File: src/rtl/ws2812_pkg.sv
// ws2812_pkg: shared types and constants for the WS2812 receive path.
// Holds the decoder state enum, the 50 MHz strip timing shared with the
// driver, GRB packing order, field widths and the pixel address mapping.
package ws2812_pkg;

  typedef enum logic [1:0] {
    SYNC = 2'd0,
    IDLE = 2'd1,
    DATA = 2'd2
  } state_e;

  // 50 MHz strip timing used by the driver (and by loopback stimulus)
  localparam int unsigned T_BIT_CYC   = 63;
  localparam int unsigned T0H_CYC     = 21;
  localparam int unsigned T1H_CYC     = 42;
  localparam int unsigned T_RESET_CYC = 2600;

  localparam int unsigned COL_W     = 8;
  localparam int unsigned PIX_W     = 3 * COL_W;
  localparam int unsigned ADDR_W    = 9;
  localparam int unsigned CNT_W     = 10;
  localparam int unsigned LEN_W     = 12;
  localparam int unsigned BIT_IDX_W = 5;
  localparam int unsigned PIX_MAX   = 1023;

  // Wire order on the strip: green first, MSB first
  typedef struct packed {
    logic [COL_W-1:0] g;
    logic [COL_W-1:0] r;
    logic [COL_W-1:0] b;
  } grb_t;

  // Pixel index to RAM address, optionally mirrored
  function automatic logic [ADDR_W-1:0] map_addr(input logic [CNT_W-1:0] idx,
                                                 input logic [CNT_W-1:0] last,
                                                 input logic             rev);
    return ADDR_W'(rev ? (last - idx) : idx);
  endfunction

endpackage

File: src/rtl/ws2812_pulse_meter.sv
// ws2812_pulse_meter: synchronizes the strip line and measures pulses.
// Ports:
//   clk_i, rst_ni  clock, async active-low reset
//   data_i         raw strip line (asynchronous)
//   din_s          synchronized line level
//   rise_strobe    one cycle after a rising edge of din_s
//   fall_strobe    one cycle after a falling edge of din_s
//   high_len       high length of the pulse that just ended, valid with fall_strobe
//   gap            one-cycle pulse once the line has been low CYCLES_RESET cycles
module ws2812_pulse_meter
  import ws2812_pkg::*;
#(
  parameter int unsigned CYCLES_RESET = 2500
) (
  input  logic             clk_i,
  input  logic             rst_ni,
  input  logic             data_i,
  output logic             din_s,
  output logic             rise_strobe,
  output logic             fall_strobe,
  output logic [LEN_W-1:0] high_len,
  output logic             gap
);

  localparam logic [LEN_W-1:0] CNT_SAT = '1;
  localparam logic [LEN_W-1:0] GAP_AT  = LEN_W'(CYCLES_RESET - 1);

  logic             sync_q;
  logic             din_d;
  logic [LEN_W-1:0] high_cnt;
  logic [LEN_W-1:0] low_cnt;

  // Counters load 1 on the edge so each holds the number of cycles at its level
  always_ff @(posedge clk_i or negedge rst_ni) begin
    if (!rst_ni) begin
      sync_q      <= 1'b0;
      din_s       <= 1'b0;
      din_d       <= 1'b0;
      rise_strobe <= 1'b0;
      fall_strobe <= 1'b0;
      high_len    <= '0;
      gap         <= 1'b0;
      high_cnt    <= '0;
      low_cnt     <= '0;
    end else begin
      sync_q      <= data_i;
      din_s       <= sync_q;
      din_d       <= din_s;
      rise_strobe <= din_s & ~din_d;
      fall_strobe <= ~din_s & din_d;
      high_len    <= high_cnt;
      gap         <= ~din_s & (low_cnt == GAP_AT);

      if (din_s && !din_d) begin
        high_cnt <= LEN_W'(1);
      end else if (din_s && (high_cnt != CNT_SAT)) begin
        high_cnt <= high_cnt + LEN_W'(1);
      end

      if (!din_s && din_d) begin
        low_cnt <= LEN_W'(1);
      end else if (!din_s && (low_cnt != CNT_SAT)) begin
        low_cnt <= low_cnt + LEN_W'(1);
      end
    end
  end

endmodule

File: src/rtl/ws2812_rx.sv
// ws2812_rx: WS2812 strip decoder writing GRB pixels to an external RAM.
// Ports:
//   clk_i, rst_ni        50 MHz clock, async active-low reset
//   data_i               strip data line (asynchronous)
//   address_o, r/g/b_o   pixel write address and colour, valid with we_o
//   we_o                 one-cycle write strobe
//   frame_done_o         one-cycle pulse on the end-of-frame low gap
//   pixel_count_o        pixels in last frame (saturating), with frame_done_o
//   overflow_o           last frame exceeded LED_COUNT, with frame_done_o
//   error_o              one-cycle pulse on a protocol error
//   data_o               forwards excess pixels when WS2812_RX_PASSTHRU_EN is
//                        defined, constant 0 otherwise
module ws2812_rx
  import ws2812_pkg::*;
#(
  parameter int unsigned LED_COUNT        = 256,
  parameter int unsigned REVERSE          = 0,
  parameter int unsigned CYCLES_MIN_HIGH  = 8,
  parameter int unsigned CYCLES_THRESHOLD = 32,
  parameter int unsigned CYCLES_MAX_HIGH  = 60,
  parameter int unsigned CYCLES_RESET     = 2500
) (
  input  logic              clk_i,
  input  logic              rst_ni,
  input  logic              data_i,
  output logic [ADDR_W-1:0] address_o,
  output logic [COL_W-1:0]  r_o,
  output logic [COL_W-1:0]  g_o,
  output logic [COL_W-1:0]  b_o,
  output logic              we_o,
  output logic              frame_done_o,
  output logic [CNT_W-1:0]  pixel_count_o,
  output logic              overflow_o,
  output logic              error_o,
  output logic              data_o
);

`ifdef WS2812_RX_PASSTHRU_EN
  localparam logic PASSTHRU = 1'b1;
`else
  localparam logic PASSTHRU = 1'b0;
`endif

  localparam logic [CNT_W-1:0]     LED_CNT   = CNT_W'(LED_COUNT);
  localparam logic [CNT_W-1:0]     LAST_ADDR = CNT_W'(LED_COUNT - 1);
  localparam logic [CNT_W-1:0]     PIX_SAT   = CNT_W'(PIX_MAX);
  localparam logic [BIT_IDX_W-1:0] BIT_TOP   = BIT_IDX_W'(PIX_W - 1);

  logic             din_s;
  logic             rise_strobe;
  logic             fall_strobe;
  logic [LEN_W-1:0] high_len;
  logic             gap;

  state_e               state;
  logic [BIT_IDX_W-1:0] bit_idx;
  logic [CNT_W-1:0]     pix_idx;
  logic                 ovf;
  logic                 pix_pend;
  logic [PIX_W-1:0]     shift_q;
  grb_t                 px;
  logic                 bad_len;
  logic                 bit_val;

  ws2812_pulse_meter #(
    .CYCLES_RESET(CYCLES_RESET)
  ) u_meter (
    .clk_i      (clk_i),
    .rst_ni     (rst_ni),
    .data_i     (data_i),
    .din_s      (din_s),
    .rise_strobe(rise_strobe),
    .fall_strobe(fall_strobe),
    .high_len   (high_len),
    .gap        (gap)
  );

  assign px      = grb_t'(shift_q);
  assign bad_len = (high_len < LEN_W'(CYCLES_MIN_HIGH)) ||
                   (high_len > LEN_W'(CYCLES_MAX_HIGH));
  assign bit_val = (high_len >= LEN_W'(CYCLES_THRESHOLD));

  // Frame decoder FSM with registered outputs
  always_ff @(posedge clk_i or negedge rst_ni) begin
    if (!rst_ni) begin
      state         <= SYNC;
      bit_idx       <= BIT_TOP;
      pix_idx       <= '0;
      ovf           <= 1'b0;
      pix_pend      <= 1'b0;
      shift_q       <= '0;
      address_o     <= '0;
      r_o           <= '0;
      g_o           <= '0;
      b_o           <= '0;
      we_o          <= 1'b0;
      frame_done_o  <= 1'b0;
      pixel_count_o <= '0;
      overflow_o    <= 1'b0;
      error_o       <= 1'b0;
      data_o        <= 1'b0;
    end else begin
      we_o         <= 1'b0;
      frame_done_o <= 1'b0;
      error_o      <= 1'b0;
      pix_pend     <= 1'b0;

      case (state)
        SYNC: begin
          if (gap) state <= IDLE;
        end
        IDLE: begin
          bit_idx <= BIT_TOP;
          pix_idx <= '0;
          ovf     <= 1'b0;
          if (rise_strobe) state <= DATA;
        end
        DATA: begin
          if (gap) begin
            frame_done_o  <= 1'b1;
            pixel_count_o <= pix_idx;
            overflow_o    <= ovf;
            // a partially received pixel is dropped and flagged
            if (bit_idx != BIT_TOP) error_o <= 1'b1;
            state <= IDLE;
          end else if (fall_strobe) begin
            if (bad_len) begin
              error_o <= 1'b1;
              state   <= SYNC;
            end else begin
              shift_q[bit_idx] <= bit_val;
              if (bit_idx == '0) begin
                bit_idx  <= BIT_TOP;
                pix_pend <= 1'b1;
              end else begin
                bit_idx <= bit_idx - BIT_IDX_W'(1);
              end
            end
          end
        end
        default: state <= SYNC;
      endcase

      // Completed pixel: write it if it fits, otherwise just note overflow
      if (pix_pend) begin
        if (pix_idx < LED_CNT) begin
          we_o      <= 1'b1;
          address_o <= map_addr(pix_idx, LAST_ADDR, (REVERSE != 0));
          g_o       <= px.g;
          r_o       <= px.r;
          b_o       <= px.b;
        end else begin
          ovf <= 1'b1;
        end
        if (pix_idx != PIX_SAT) pix_idx <= pix_idx + CNT_W'(1);
      end

      // Excess pixels are forwarded downstream only in the pass-through build
      data_o <= PASSTHRU & (state == DATA) & (pix_idx >= LED_CNT) & din_s;
    end
  end

endmodule

File: config.mk
export PLATFORM = sky130hd
export DESIGN_NAME = ws2812_rx
export DESIGN_NICKNAME = d
export VERILOG_FILES = /design/src/rtl/ws2812_pkg.sv /design/src/rtl/ws2812_pulse_meter.sv /design/src/rtl/ws2812_rx.sv
export SDC_FILE = /design/constraint.sdc
export NUM_CORES = 1
export LEC_CHECK = 0
export CORE_MARGIN = 5
export CORE_UTILIZATION = 52
export CTS_CLUSTER_DIAMETER = 150
export DETAILED_ROUTE_END_ITERATION = 6
export GPL_TIMING_DRIVEN = 0
export MAX_ROUTING_LAYER = met4
export PLACE_DENSITY = 0.8
export REMOVE_ABC_BUFFERS = 1
export SLEW_MARGIN = 30
export SYNTH_ARGS = -nofsm -noshare
export SYNTH_HDL_FRONTEND = slang
export SYNTH_SLANG_ARGS = --single-unit
File: constraint.sdc
create_clock -name clk_i -period 1.98 [get_ports clk_i]
set_clock_uncertainty 0.15 [all_clocks]
set_input_delay 0.396 -clock clk_i [delete_from_list [all_inputs] [get_ports clk_i]]
set_output_delay 0.396 -clock clk_i [all_outputs]
set_load 0.02 [all_outputs]
Word level (Yosys, flattened, before mapping)
Cells that the tools add are included.
{"block": "totals", "out_inout_bits": 48, "in_bits": 3, "regBits": 132}
{"block": "classes", "eq_ne": 14, "mux": 38, "bitwise_logic": 7, "n_addsub": 4, "n_reduce_logical": 18, "order_cmp": 6}
{"cell": "2-to-1 mux 12 bit", "n": 4}
{"cell": "2-to-1 mux 10 bit", "n": 3}
{"cell": "adder 12 x 1 -> 12 bit (second input constant)", "n": 2}
{"cell": "bitwise mux 24 bit", "n": 1}
{"cell": "inequality test 12 bit (second input constant)", "n": 2}
{"cell": "2-to-1 mux 5 bit", "n": 4}
{"cell": "2-to-1 mux 1 bit", "n": 18}
{"cell": "equality test 12 bit (second input constant)", "n": 1}
{"cell": "greater-or-equal comparator 12 x 6 -> 1 bit (second input constant)", "n": 1}
{"cell": "greater-than comparator 12 x 6 -> 1 bit (second input constant)", "n": 1}
{"cell": "< comparator 12 x 4 -> 1 bit (second input constant)", "n": 1}
{"cell": "AND reduction 4 bit", "n": 3}
{"cell": "adder 10 x 1 -> 10 bit (second input constant)", "n": 1}
{"cell": "< comparator 10 x 9 -> 1 bit (second input constant)", "n": 1}
{"cell": "2-to-1 mux 2 bit", "n": 5}
{"cell": "inequality test 10 bit (second input constant)", "n": 1}
{"cell": "case mux 5 bit (2 select lines)", "n": 1}
{"cell": "< comparator 5 x 6 -> 1 bit (second input constant)", "n": 1}
{"cell": "inequality test 2 x 1 -> 1 bit (second input constant)", "n": 3}
{"cell": "case mux 2 bit (3 select lines)", "n": 1}
{"cell": "nonzero test 2 bit", "n": 3}
{"cell": "demux 1 bit (select 5 bit)", "n": 1}
{"cell": "greater-or-equal comparator 5 x 1 -> 1 bit (second input constant)", "n": 1}
{"cell": "logical AND 1 bit", "n": 5}
{"cell": "14 further kinds", "n": 22}

Longest topological paths before layout
{"block": "logic_depth", "ltp_word": 6, "depth_mapped": 6, "mapped_depth_nobuf": 6}

Cells and area by module
A second synthesis with hierarchy kept.
{"block": "unflattened", "cells_unflattened": 524, "area_unflattened_um2": 6033.3}
{"mod": "ws2812_rx", "area_each_um2": 4152.7, "cells_each": 346, "instances": 1}
{"mod": "ws2812_pulse_meter", "area_each_um2": 1880.6, "cells_each": 178, "instances": 1}

Least setup slack after synthesis
No wires, ideal clock.
{"block": "synth_path", "path_kind": "reg-to-reg", "startpoint": "register state[0]", "endpoint": "register shift_q[16], in the netlist px[16]", "arrival_time_ns": 1.637, "stages_incl_launch_ff": 7, "t_required_ns": 1.703, "setup_slack_ns": 0.065, "cell_sequence": "dfrtp_1 > nand2b_4 > buf_6 > nor4b_4 > buf_6 > nand4_1 > mux2_1"}
{"block": "synth_between", "elab_chain_cells": 2}
{"item": "from (decl)", "line_no": "ws2812_rx.sv:55", "text": "state_e state;"}
{"item": "from (signal assigned)", "line_no": "ws2812_rx.sv:86", "text": "state <= SYNC;"}
{"item": "from (signal assigned)", "line_no": "ws2812_rx.sv:110", "text": "if (gap) state <= IDLE;"}
{"item": "from (signal assigned)", "line_no": "ws2812_rx.sv:116", "text": "if (rise_strobe) state <= DATA;"}
{"item": "equality test 2 bit", "line_no": "ws2812_rx.sv:108", "text": "case (state)"}
{"item": "AND reduction 4 bit (no source line)"}
{"item": "to (signal, indexed assignment)", "line_no": "ws2812_rx.sv:131", "text": "shift_q[bit_idx] <= bit_val;"}
{"item": "to (decl)", "line_no": "ws2812_rx.sv:60", "text": "logic [PIX_W-1:0] shift_q;"}
Every way passes these cells.
A chain may end at the register's enable or synchronous reset.

Final worst setup path
{"block": "layout_path", "startpoint": "register bit_idx[0]", "endpoint": "register bit_idx[4]"}
{"block": "layout_between", "elab_chain_cells": 6}
{"item": "from (decl)", "line_no": "ws2812_rx.sv:56", "text": "logic [BIT_IDX_W-1:0] bit_idx;"}
{"item": "from (signal assigned)", "line_no": "ws2812_rx.sv:136", "text": "bit_idx <= bit_idx - BIT_IDX_W'(1);"}
{"item": "subtractor 5 x 1 -> 5 bit / zero test 5 bit (equally long branches)", "line_no": "ws2812_rx.sv:136, ws2812_rx.sv:132"}
{"item": "2-to-1 mux 5 bit (*)", "line_no": "ws2812_rx.sv:132", "text": "if (bit_idx == '0) begin"}
{"item": "2-to-1 mux 5 bit (*)", "line_no": "ws2812_rx.sv:127", "text": "if (bad_len) begin"}
{"item": "2-to-1 mux 5 bit (*)", "line_no": "ws2812_rx.sv:126", "text": "end else if (fall_strobe) begin"}
{"item": "2-to-1 mux 5 bit (*)", "line_no": "ws2812_rx.sv:119", "text": "if (gap) begin"}
{"item": "case mux 5 bit (2 select lines) (*)", "line_no": "ws2812_rx.sv:108"}
Every way passes the cells marked *; elsewhere a longest branch is shown, timed or not. The select of a mux whose other input is x is not followed.

==> key figures <==
Run status
  • Outcome: finished, final reports clean

Floorplan
  • Total core area: 10,900 sq um
  • I/O Pins: 51
  • Site row count: 38
  • Die H: 116 microns
  • Starting Density: 0.535
  • Die X: 116 microns
  • Die area: 13,500 sq um

Critical path
  • CP Cell Sequence: inv_1 > ha_1 > nor3b_1 > a2111oi_0 > a31oi_1 > o31a_1
  • CP Data Required Time: 2170 ps
  • Crit-path max cell delay: 580 ps
  • WS Path Type: register to register
  • CP max stage cell: dfstp_2
  • Reg2reg setup slack: 30 ps
  • Crit path DAT: 2150 ps
  • Critical Path End Type: register
  • Critical Path Source Type: register
  • CP max FO: 6

Clocking
  • Num CTS Buffers: 17
  • H-tree lvl count: 4
  • # clock sinks: 132
  • CTS tree: done
  • CTS Buffer Depth: 2
  • CTS Root Cell: clkbuf_16
  • Worst-path clk slew: 60 ps
  • Clock Latency Late Sink: 420 ps

Power and ir drop
  • Comb pwr share: 0.033
  • Clock share of power: 0.492
  • Leak: 3.38 nW
  • Pwr Total: 5.94 mW
  • Sw Share: 0.210
  • Pint: 4.69 mW
  • Peak supply drop: 568 uV
  • Pwr dens: 818 nW/um^2
  • Sequential Power Share: 0.476
  • P_sw: 1.25 mW

Timing
  • Slew HR: 0.625
  • Final worst slack: 27.8 ps
  • Setup violators final: 0
  • Hold slack final: 202 ps
  • Final hold violations: 0
  • RSZ-0062 raised after global routing: yes
  • Period utilization: 0.986
  • Fin. max-slew vios: 0
  • Highest clock rate: 512 MHz
  • Least-Margin Pin Slew: 561 ps
  • Min Tclk post-route: 1950 ps

Synth
  • Ys Warns: 0
  • Mapped Area: 5850 sq um
  • Synth Area in Simple Gates: 0.146
  • Seq/Total Area, Yosys: 0.566
  • Yosys top cell area share: 0.548
  • Most common flop cell mapped by yosys: dfrtp_1
  • Post-synthesis compound-gate area fraction: 0.0903
  • Distinct cells, synth: 64
  • Post-synth EDFFs: 0
  • Largest family of logic cells by synthesized area: simple AND/OR/NAND/NOR gates
  • Post-Synth Adder-Cell Area: 0.0171
  • FFs w/ async S/R, synth: 1.00
  • XOR/XNOR share of the synthesized area: 0.0105
  • Cell count after synthesis: 480
  • Post-synthesis sequential element count: 132
  • Synth area leaders: dfrtp_1 (55%), mux2_2 (9.4%), nand4_1 (3.5%)
  • Syn avg cell area: 12.2 sq um
  • Post-synthesis mux area share: 0.131
  • Yosys top cell by area: dfrtp_1

Global route
  • Largest net degree at the start of global routing: 81
  • Total grt overflow: 0
  • Vias in the first global route: 4,218
  • First-pass GRT wire length: 20,400 microns
  • Initial antenna violation count: 0
  • Total track usage: 0.200

Routing
  • Metal3 WL: 743 microns
  • Routed len/inst: 18.3 microns
  • Detailed Route Iter0 Violations: 334
  • Residual DRC: 0
  • Post-DR vias/cell: 6.04
  • Antenna-violating nets left: 0
  • Final WL: 12,600 microns
  • WL met2: 6390 microns
  • DRT Pass-1 Iters: 4
  • Routed via count: 4,166
  • Top Metal Used: met4
  • Routed metal-1 wirelength: 5170 microns

Final layout
  • Most common cell after layout, fill and taps aside: dfrtp_1
  • Cell area after layout: 7260 sq um
  • Most frequent cells in the layout: dfrtp_1 (127), mux2_2 (49), clkdlybuf4s50_1 (46)
  • N_diodes: 0
  • Fillers: 773
  • Nets@finish: 551
  • Share of post-route cells with drive strength above 1: 0.235
  • P&R area growth vs syn: 24.1%

Placed design
  • Cell Area, Placed: 6420 sq um
  • Worst slack, placed: -533 ps
  • PortBufs: 49
  • Gp weighted congestion: 0.880
  • DPL Wire Length: 7530 microns

Min path
  • Hold crit path type: register to register

Job
  • Max Cap Viol: 0
area by class of cell:
type / instances / area, sq um / share of cell area
inverters: 15 / 56.3 / 0.00776
flip-flops and latches: 132 / 3310 / 0.456
well taps: 140 / 175 / 0.0241
clock buffers: 24 / 502 / 0.0691
clock inverters: 5 / 50.0 / 0.00689
multi-input cells: 309 / 2480 / 0.342
repair buffers: 65 / 683 / 0.0941
metrics by stage:
step / utilization / setup TNS (ps) / cells
2_1_floorplan: - / -26570 / 454
3_3_place_gp: 0.580 / -649060 / 643
3_5_place_dp: 0.587 / -13390 / 646
4_1_cts: 0.649 / -28.8 / 684
5_1_grt: 0.664 / -110 / 690
6_report: 0.664 / 0 / 690
cell usage after synthesis (3+ instances only):
| master | count |
|---|---|
| and3_1 | 10 |
| nor3_1 | 9 |
| inv_1 | 14 |
| nor3b_1 | 4 |
| xor2_1 | 3 |
| buf_6 | 4 |
| o211ai_1 | 6 |
| xnor2_1 | 4 |
| or4_1 | 4 |
| a31oi_1 | 13 |
| and2_1 | 3 |
| mux2_1 | 18 |
| o21ai_0 | 12 |
| and4b_1 | 3 |
| a211o_1 | 3 |
| nand3_1 | 12 |
| dfstp_2 | 4 |
| ha_1 | 8 |
| o31ai_1 | 4 |
| nand2b_1 | 3 |
| nor2_1 | 18 |
| clkbuf_1 | 8 |
| nand2_1 | 26 |
| nor4_1 | 4 |
| nand4_1 | 33 |
| o311ai_0 | 3 |
| mux2_2 | 49 |
| or3_1 | 3 |
| dfrtp_1 | 128 |
| buf_2 | 4 |
| o41ai_1 | 4 |
| buf_4 | 3 |
| a21oi_1 | 12 |
power groups by stage:
stage	clock (mW)	sequential, mW	combinational, mW
after detailed placement	0	2.87	0.174
after global routing	3.08	2.83	0.226
after floorplan	0	2.85	0.0892
final	2.92	2.82	0.193
after CTS	2.94	2.82	0.184
after global placement	0	2.86	0.157
timing repair:
action / CTS / global route
pin swaps: 5 / 4
endpoints found under the hold margin: 52 / 0
hold buffers: 1 / 0
gates resized for setup: 11 / 23
setup endpoints to repair: 59 / 39
setup buffers: 6 / 6
cloned: 2 / 0
metal layers:
metal	global-route usage	up-vias
li1	-	1916
met2	0.321	135
met1	0.236	2083
met5	-	-
met3	0.0642	32
met4	0.0766	0
logic make-up after synthesis:
kind of cell,Yosys count
simple gates,147
flops,132
compound gates,76
mux,68
buf+inv,41
fa+ha+maj,8
xor+xnor,7
other cells,1
path summary, 6_finish.rpt:
check	from	end	depth (start not counted)
setup / recovery	bit_idx[0]	bit_idx[4]	6
hold / removal	u_meter.sync_q	u_meter.din_s	0
setup reg to reg	bit_idx[0]	bit_idx[4]	6
hold reg to reg	u_meter.sync_q	u_meter.din_s	0
max in group asynchronous	rst_ni	bit_idx[4]	3
min in group asynchronous	rst_ni	u_meter.low_cnt[8]	2
critical path: cells and delay by family, from the launching register on:
family | cells | cell delay, ps
buf+inv | 1 | 100
fa+ha+maj | 1 | 240
compound gates | 3 | 690
simple gates | 1 | 140
flops | 1 | 580
sequential cells by signal, indices dropped and copies added (netlist names), 2 cells and up:
register,count
state,2
pixel_count_o,10
u_meter.high_cnt,12
g_o,8
bit_idx,5
u_meter.high_len,12
u_meter.low_cnt,12
address_o,9
pix_idx,10
r_o,8
px,24
b_o,8
No activity file was read; power rests on OpenSTA's default activity.
